--- config.mk ---
export PLATFORM = sky130hd
export DESIGN_NAME = alu_op_sequencer_flat
export DESIGN_NICKNAME = d
export VERILOG_FILES = /design/src/rtl/alu_op_sequencer_if.sv /design/src/rtl/alu_op_sequencer.sv /design/src/flat_wrapper.sv
export SDC_FILE = /design/constraint.sdc
export NUM_CORES = 1
export LEC_CHECK = 0
export ABC_AREA = 1
export CELL_PAD_IN_SITES_DETAIL_PLACEMENT = 1
export CELL_PAD_IN_SITES_GLOBAL_PLACEMENT = 1
export CORE_MARGIN = 2
export CORE_UTILIZATION = 42
export CTS_BUF_LIST = sky130_fd_sc_hd__clkbuf_8
export CTS_CLUSTER_DIAMETER = 40
export DETAILED_ROUTE_END_ITERATION = 10
export GPL_TIMING_DRIVEN = 0
export HOLD_SLACK_MARGIN = 0.06
export PLACE_DENSITY = 0.86
export SYNTH_ARGS = -nofsm -noshare
export SYNTH_HDL_FRONTEND = slang
export SYNTH_SLANG_ARGS = --single-unit
--- constraint.sdc ---
create_clock -name clk -period 1.8 [get_ports clk]
set_input_delay 0.36 -clock clk [delete_from_list [all_inputs] [get_ports clk]]
set_output_delay 0.36 -clock clk [all_outputs]
set_load 0.1 [all_outputs]
--- src/rtl/alu_op_sequencer_if.sv ---
// Program-write and ALU drive bundle for alu_op_sequencer.
// master = sequencer side, slave = host/ALU side.
interface alu_op_sequencer_if #(
  parameter int unsigned DEPTH = 8,
  parameter int unsigned OPW   = 7,
  parameter int unsigned OPC   = 3
);
  localparam int unsigned CW = $clog2(DEPTH) + 1;
  localparam int unsigned DW = OPC + OPW;

  logic          wr_valid;
  logic          wr_ready;
  logic [DW-1:0] wr_data;
  logic          start;
  logic          clear;
  logic [OPC-1:0] alu_opcode;
  logic [OPW-1:0] alu_operand;
  logic [OPW-1:0] alu_result;
  logic          alu_carry;
  logic          busy;
  logic          done;
  logic [OPW-1:0] result;
  logic          carry;
  logic [CW-1:0] count;

  modport master (
    input  wr_valid, wr_data, start, clear, alu_result, alu_carry,
    output wr_ready, alu_opcode, alu_operand, busy, done, result, carry, count
  );

  modport slave (
    output wr_valid, wr_data, start, clear, alu_result, alu_carry,
    input  wr_ready, alu_opcode, alu_operand, busy, done, result, carry, count
  );
endinterface

--- src/rtl/alu_op_sequencer.sv ---
// Buffers {opcode, operand} instructions and plays them into the accumulator
// ALU one per clock, then captures accumulator/carry and pulses done.
module alu_op_sequencer #(
  parameter int unsigned DEPTH = 8,
  parameter int unsigned OPW   = 7,
  parameter int unsigned OPC   = 3
) (
  input logic                clk,
  input logic                rst,
  alu_op_sequencer_if.master bus
);
  localparam int unsigned AW = $clog2(DEPTH);
  localparam int unsigned CW = AW + 1;
  localparam int unsigned DW = OPC + OPW;
  localparam logic [OPC-1:0] NOP = '0;

  typedef enum logic [1:0] {IDLE, RUN, DRAIN} state_t;

  state_t         state_q, state_d;
  logic [CW-1:0]  count_q, count_d;
  logic [CW-1:0]  rd_ptr_q, rd_ptr_d;
  logic [OPC-1:0] opcode_q, opcode_d;
  logic [OPW-1:0] operand_q, operand_d;
  logic           busy_q, busy_d;
  logic           done_q, done_d;
  logic [OPW-1:0] result_q, result_d;
  logic           carry_q, carry_d;

  logic [DW-1:0]  mem [DEPTH];
  logic [DW-1:0]  entry0;
  logic [DW-1:0]  head;
  logic           wr_ready_c;
  logic           wr_fire;

  assign wr_ready_c = (state_q == IDLE) && (count_q < CW'(DEPTH)) && !bus.clear;
  assign wr_fire    = bus.wr_valid && wr_ready_c;

  // Program storage; contents intentionally survive reset.
  always_ff @(posedge clk) begin
    if (wr_fire) mem[count_q[AW-1:0]] <= bus.wr_data;
  end

  // Next state and next registered outputs.
  always_comb begin
    state_d   = state_q;
    count_d   = count_q;
    rd_ptr_d  = rd_ptr_q;
    opcode_d  = NOP;
    operand_d = '0;
    busy_d    = busy_q;
    done_d    = 1'b0;
    result_d  = result_q;
    carry_d   = carry_q;
    entry0    = mem[AW'(0)];
    head      = mem[rd_ptr_q[AW-1:0]];

    if (wr_fire) count_d = count_q + CW'(1);

    case (state_q)
      IDLE: begin
        if (bus.clear) begin
          count_d = '0;
        end else if (bus.start) begin
          if (count_q != '0) begin
            state_d   = RUN;
            opcode_d  = entry0[DW-1 -: OPC];
            operand_d = entry0[OPW-1:0];
            rd_ptr_d  = CW'(1);
            busy_d    = 1'b1;
          end else begin
            done_d = 1'b1;
          end
        end
      end
      RUN: begin
        // Past the last entry, drive NOP so the ALU holds while we drain.
        if (rd_ptr_q == count_q) begin
          state_d = DRAIN;
        end else begin
          opcode_d  = head[DW-1 -: OPC];
          operand_d = head[OPW-1:0];
          rd_ptr_d  = rd_ptr_q + CW'(1);
        end
      end
      DRAIN: begin
        result_d = bus.alu_result;
        carry_d  = bus.alu_carry;
        done_d   = 1'b1;
        busy_d   = 1'b0;
        state_d  = IDLE;
      end
      default: state_d = IDLE;
    endcase
  end

  // State and output registers.
  always_ff @(posedge clk or posedge rst) begin
    if (rst) begin
      state_q   <= IDLE;
      count_q   <= '0;
      rd_ptr_q  <= '0;
      opcode_q  <= NOP;
      operand_q <= '0;
      busy_q    <= 1'b0;
      done_q    <= 1'b0;
      result_q  <= '0;
      carry_q   <= 1'b0;
    end else begin
      state_q   <= state_d;
      count_q   <= count_d;
      rd_ptr_q  <= rd_ptr_d;
      opcode_q  <= opcode_d;
      operand_q <= operand_d;
      busy_q    <= busy_d;
      done_q    <= done_d;
      result_q  <= result_d;
      carry_q   <= carry_d;
    end
  end

  assign bus.wr_ready    = wr_ready_c;
  assign bus.alu_opcode  = opcode_q;
  assign bus.alu_operand = operand_q;
  assign bus.busy        = busy_q;
  assign bus.done        = done_q;
  assign bus.result      = result_q;
  assign bus.carry       = carry_q;
  assign bus.count       = count_q;
endmodule

--- src/flat_wrapper.sv ---
// flat-port wrapper written by rule: the top's interface ports become plain ports
module alu_op_sequencer_flat 
#(
  parameter int unsigned DEPTH = 8,
  parameter int unsigned OPW   = 7,
  parameter int unsigned OPC   = 3
)
  (clk, rst, bus_wr_valid, bus_wr_data, bus_start, bus_clear, bus_alu_result, bus_alu_carry, bus_wr_ready, bus_alu_opcode, bus_alu_operand, bus_busy, bus_done, bus_result, bus_carry, bus_count);
  alu_op_sequencer_if #(.DEPTH(DEPTH), .OPW(OPW), .OPC(OPC)) bus_i ();
  input logic clk;
  input logic rst;
  input wire logic [$bits(bus_i.wr_valid)-1:0] bus_wr_valid;
  input wire logic [$bits(bus_i.wr_data)-1:0] bus_wr_data;
  input wire logic [$bits(bus_i.start)-1:0] bus_start;
  input wire logic [$bits(bus_i.clear)-1:0] bus_clear;
  input wire logic [$bits(bus_i.alu_result)-1:0] bus_alu_result;
  input wire logic [$bits(bus_i.alu_carry)-1:0] bus_alu_carry;
  output wire logic [$bits(bus_i.wr_ready)-1:0] bus_wr_ready;
  output wire logic [$bits(bus_i.alu_opcode)-1:0] bus_alu_opcode;
  output wire logic [$bits(bus_i.alu_operand)-1:0] bus_alu_operand;
  output wire logic [$bits(bus_i.busy)-1:0] bus_busy;
  output wire logic [$bits(bus_i.done)-1:0] bus_done;
  output wire logic [$bits(bus_i.result)-1:0] bus_result;
  output wire logic [$bits(bus_i.carry)-1:0] bus_carry;
  output wire logic [$bits(bus_i.count)-1:0] bus_count;
  assign bus_i.wr_valid = bus_wr_valid;
  assign bus_i.wr_data = bus_wr_data;
  assign bus_i.start = bus_start;
  assign bus_i.clear = bus_clear;
  assign bus_i.alu_result = bus_alu_result;
  assign bus_i.alu_carry = bus_alu_carry;
  assign bus_wr_ready = bus_i.wr_ready;
  assign bus_alu_opcode = bus_i.alu_opcode;
  assign bus_alu_operand = bus_i.alu_operand;
  assign bus_busy = bus_i.busy;
  assign bus_done = bus_i.done;
  assign bus_result = bus_i.result;
  assign bus_carry = bus_i.carry;
  assign bus_count = bus_i.count;
  alu_op_sequencer #(.DEPTH(DEPTH), .OPW(OPW), .OPC(OPC)) u_core (.clk(clk), .rst(rst), .bus(bus_i));
endmodule
==> metrics.md <==
| Metric | Value |
|---|---|
| Outcome | finished clean |
| Cell chain of the critical path | inv_2 -> nand2_4 -> nor3_4 -> buf_12 |
| P per Cell Area | between 1500 and 2000 nW/um^2 |
| Number of global-route vias before repair | between 3000 and 4000 |
| Total routed wirelength | 13300 um |
| Fin. Hold Viols | 0 |
| DRC errors left | 0 |
| # port buffers | 47 |
| Top cell type's share of synthesized area | 0.505 |
| Synthesis warning total | 0 |
| CTS sink cnt | 110 |
| Hold Worst Slack | ~0.49 ns |
| Pin slew with the least headroom to its limit | between 1 and 1.5 ns |
| Num CTS Buffers | 9 |
| Top cells by area, synth | edfxtp_1 (50%), dfrtp_1 (16%), nand2_1 (13%), nand3_1 (5.2%), inv_1 (4.1%) |
| Rel. slew slack | 0.226 |
| Mapped Nets | slightly below 500 |
| Ys async rst share | 0.273 |
| Setup crit start | u_core.state_q[1] |
| CP top delay family | flip-flops |
| Pins over their slew limit | 0 |
| Share of post-route cells with drive strength above 1 | 0.200 |
| Largest net degree at the start of global routing | 31 |
| Final Cycle Share | 0.991 |
| Hold bufs inserted after CTS | 0 |
| Top-count cell post-synth | nand2_1 |
| Via density | 5.37 |
| Die width | roughly 110 um |
| DR iter-0 viols | 247 |
| Worst-path maximum fanout | 3 |
| Wire per inst | roughly 20 um |
| CTS clk-pin slew, worst paths | roughly 0.11 ns |
| # fillers | between 1000 and 1500 |
| Vias | between 3000 and 4000 |
| Critical path buffers and inverters | 2 |
| Clk_skew | 0.0126 ns |
| Kind of critical path | reg2out |
| Root Buffer Master | clkbuf_8 |
| Mapped Area | ~4800 um^2 |
| CTS tree | done |
| Crit path launch type | flip-flop |
| Routed Antenna Nets | 0 |
| Final min period | ~1.8 ns |
| Worst path slowest cell | dfrtp_1 |
| Initial antenna violation count | 0 |
| Top_reg_cell synth | edfxtp_1 |
| First-pass GRT wire length | about 20000 um |
| DRT Pass-1 Iters | 5 |
| Worst path required time | approximately 1.4 ns |
| Worst setup EP type | primary output |
| Remaining global-route overflow | 0 |
| Distinct cell type count after synthesis | 23 |
| Hold Startpoint | bus_clear |
| Initial Utilization | 0.435 |
| Antenna cell count | 0 |
| VDD IR max | 0.00133 V |
| Post-route cell area | 5920 um^2 |
| Final setup viols | 0 |
| Tot GR Track Use | 0.219 |
| Layout area overhead | 24.5% |
| Final Wtd Congestion | 0.842 |
| Worst-case clock buffer depth | 2 |
| CP max stage delay | roughly 0.43 ns |
| Critical R2R Launch | u_core.bus.count[3] |
| Post-synth EDFFs | 80 |
| Core box area | about 11000 um^2 |
| Die area | roughly 12000 um^2 |
| Unrepaired setup endpoints after global routing | true |
| Most frequent cells after synthesis | nand2_1 (161), edfxtp_1 (80), inv_1 (52), nand3_1 (49), dfrtp_1 (30) |
| Post-synth top area cell | edfxtp_1 |
| Site Rows | 38 |
| DPL Wire Length | about 8600 um |
| Worst-skew pair later-pin latency | between 0.3 and 0.4 ns |
| Hold/Removal Path Class | in2reg |
| Io pins | 48 |
| H-tree Lvls | 3 |
| Yosys reg bits | 110 |
| # Max-Cap Violations | 0 |
| Fmax | 0.561 GHz |
| Chip Height | 110 um |
| Final nets | roughly 560 |
| Mapped Cells | 460 |
| DP Area | 5490 um^2 |
| WP data arrival | 1.42 ns |
| Static Leakage | between 2 and 3 nW |
| Syn_area_per_cell | 10.3 um^2 |
| Sequential share of the synthesized area | 0.663 |
[flip-flops by register name (all words and copies together), names as in the netlist]
| signal | cells |
|---|---|
| u_core.bus.result | 7 |
| u_core.state_q | 2 |
| u_core.rd_ptr_q | 4 |
| u_core.bus.done | 1 |
| u_core.bus.count | 4 |
| u_core.bus.busy | 1 |
| u_core.bus.alu_operand | 7 |
| u_core.bus.carry | 1 |
| u_core.bus.alu_opcode | 3 |
| u_core.mem | 80 |
[worst reg2reg max path, cell delays in order, from the launching register on]
cell and delay (ns):
dfrtp_4 0.52, inv_2 0.09, nand4_2 0.16, inv_2 0.17, nand2_4 0.12, nor3_4 0.25
buf_12 0.18
[path summary, 6_finish.rpt]
check | end | slack (ns) | cells after the start
setup / recovery | bus_wr_ready | 0.02 | 4
hold / removal | u_core.bus.done | 0.49 | 4
setup reg to reg | u_core.mem[5][2] | 0.05 | 6
hold reg to reg | u_core.bus.result[2] | 0.51 | 1
max in group asynchronous | u_core.bus.count[3] | 0.39 | 2
min in group asynchronous | u_core.bus.alu_operand[4] | 0.57 | 2
[metrics by stage]
stage | power, W | setup slack (ns) | setup TNS [ns] | instances | util
6_report | 0.00977 | 0.0168 | 0 | 676 | 0.541
5_1_grt | 0.0102 | -0.0480 | -0.172 | 676 | 0.541
4_1_cts | 0.00965 | 0.00181 | 0 | 667 | 0.531
3_5_place_dp | 0.00817 | -0.784 | -44.98 | 647 | 0.502
3_3_place_gp | 0.00798 | -0.761 | -40.25 | 647 | 0.502
2_1_floorplan | 0.00682 | -0.0158 | -0.272 | 460 | -
[layer usage]
| metal | global-route usage | part of all wire | routed length, um | vias to the layer above |
|---|---|---|---|---|
| met4 | 0.117 | 0.025 | 335 | 0 |
| met1 | 0.273 | 0.42 | 5570 | 1825 |
| li1 | - | - | - | 1656 |
| met3 | 0.0351 | 0.046 | 607 | 25 |
| met5 | 0 | 0 | 0 | - |
| met2 | 0.368 | 0.51 | 6800 | 123 |
[where the power goes]
part	leakage (nW)	switching, W	total, W	internal (W)
Clock	0.103	0.000851	0.00149	0.000636
Sequential	1.10	0.000201	0.00329	0.00309
Combinational	1.35	0.00376	0.00499	0.00123
[cell families (layout without fill, tap and decap cells)]
| group | after synthesis | after routing | synth area share |
|---|---|---|---|
| mux | 8 | 8 | 0.0189 |
| buf+inv | 77 | 153 | 0.0668 |
| flops | 110 | 110 | 0.663 |
| compound gates | 5 | 5 | 0.00552 |
| simple gates | 255 | 255 | 0.234 |
| fa+ha+maj | 3 | 3 | 0.00789 |
| xor+xnor | 2 | 2 | 0.00368 |
[layout by cell type, fill, tap and decap left out, types with 5 or more instances in the layout]
cell,synthesis,routed
buf_4,2,8
clkbuf_1,7,7
edfxtp_1,80,80
nor3_4,0,5
clkdlybuf4s15_2,0,22
buf_12,0,8
nand4_1,20,20
nand3_1,49,49
inv_1,52,48
inv_2,4,9
buf_2,11,13
clkbuf_8,0,9
nor2_1,11,7
nand2_1,161,159
clkdlybuf4s50_1,0,21
dfrtp_1,30,26
mux2_2,8,8
[area by class of cell]
| class | instances | area, um^2 | share of cell area |
|---|---|---|---|
| plain buffers | 21 | 108 | 0.0182 |
| well taps | 140 | 175 | 0.0296 |
| repair buffers | 60 | 686 | 0.116 |
| clock inverters | 7 | 62.6 | 0.0106 |
| multi-input cells | 273 | 1390 | 0.235 |
| clock buffers | 9 | 124 | 0.0209 |
| flip-flops and latches | 110 | 3160 | 0.534 |
| inverters | 56 | 210 | 0.0355 |
[what timing repair did]
action	in CTS	in global routing
pin swaps	4	6
buffers inserted	4	9
endpoints found under the setup margin	95	83
hold endpoints to repair	0	0
resized for setup	89	6
Note: power is estimated with default switching activity, not from simulation.
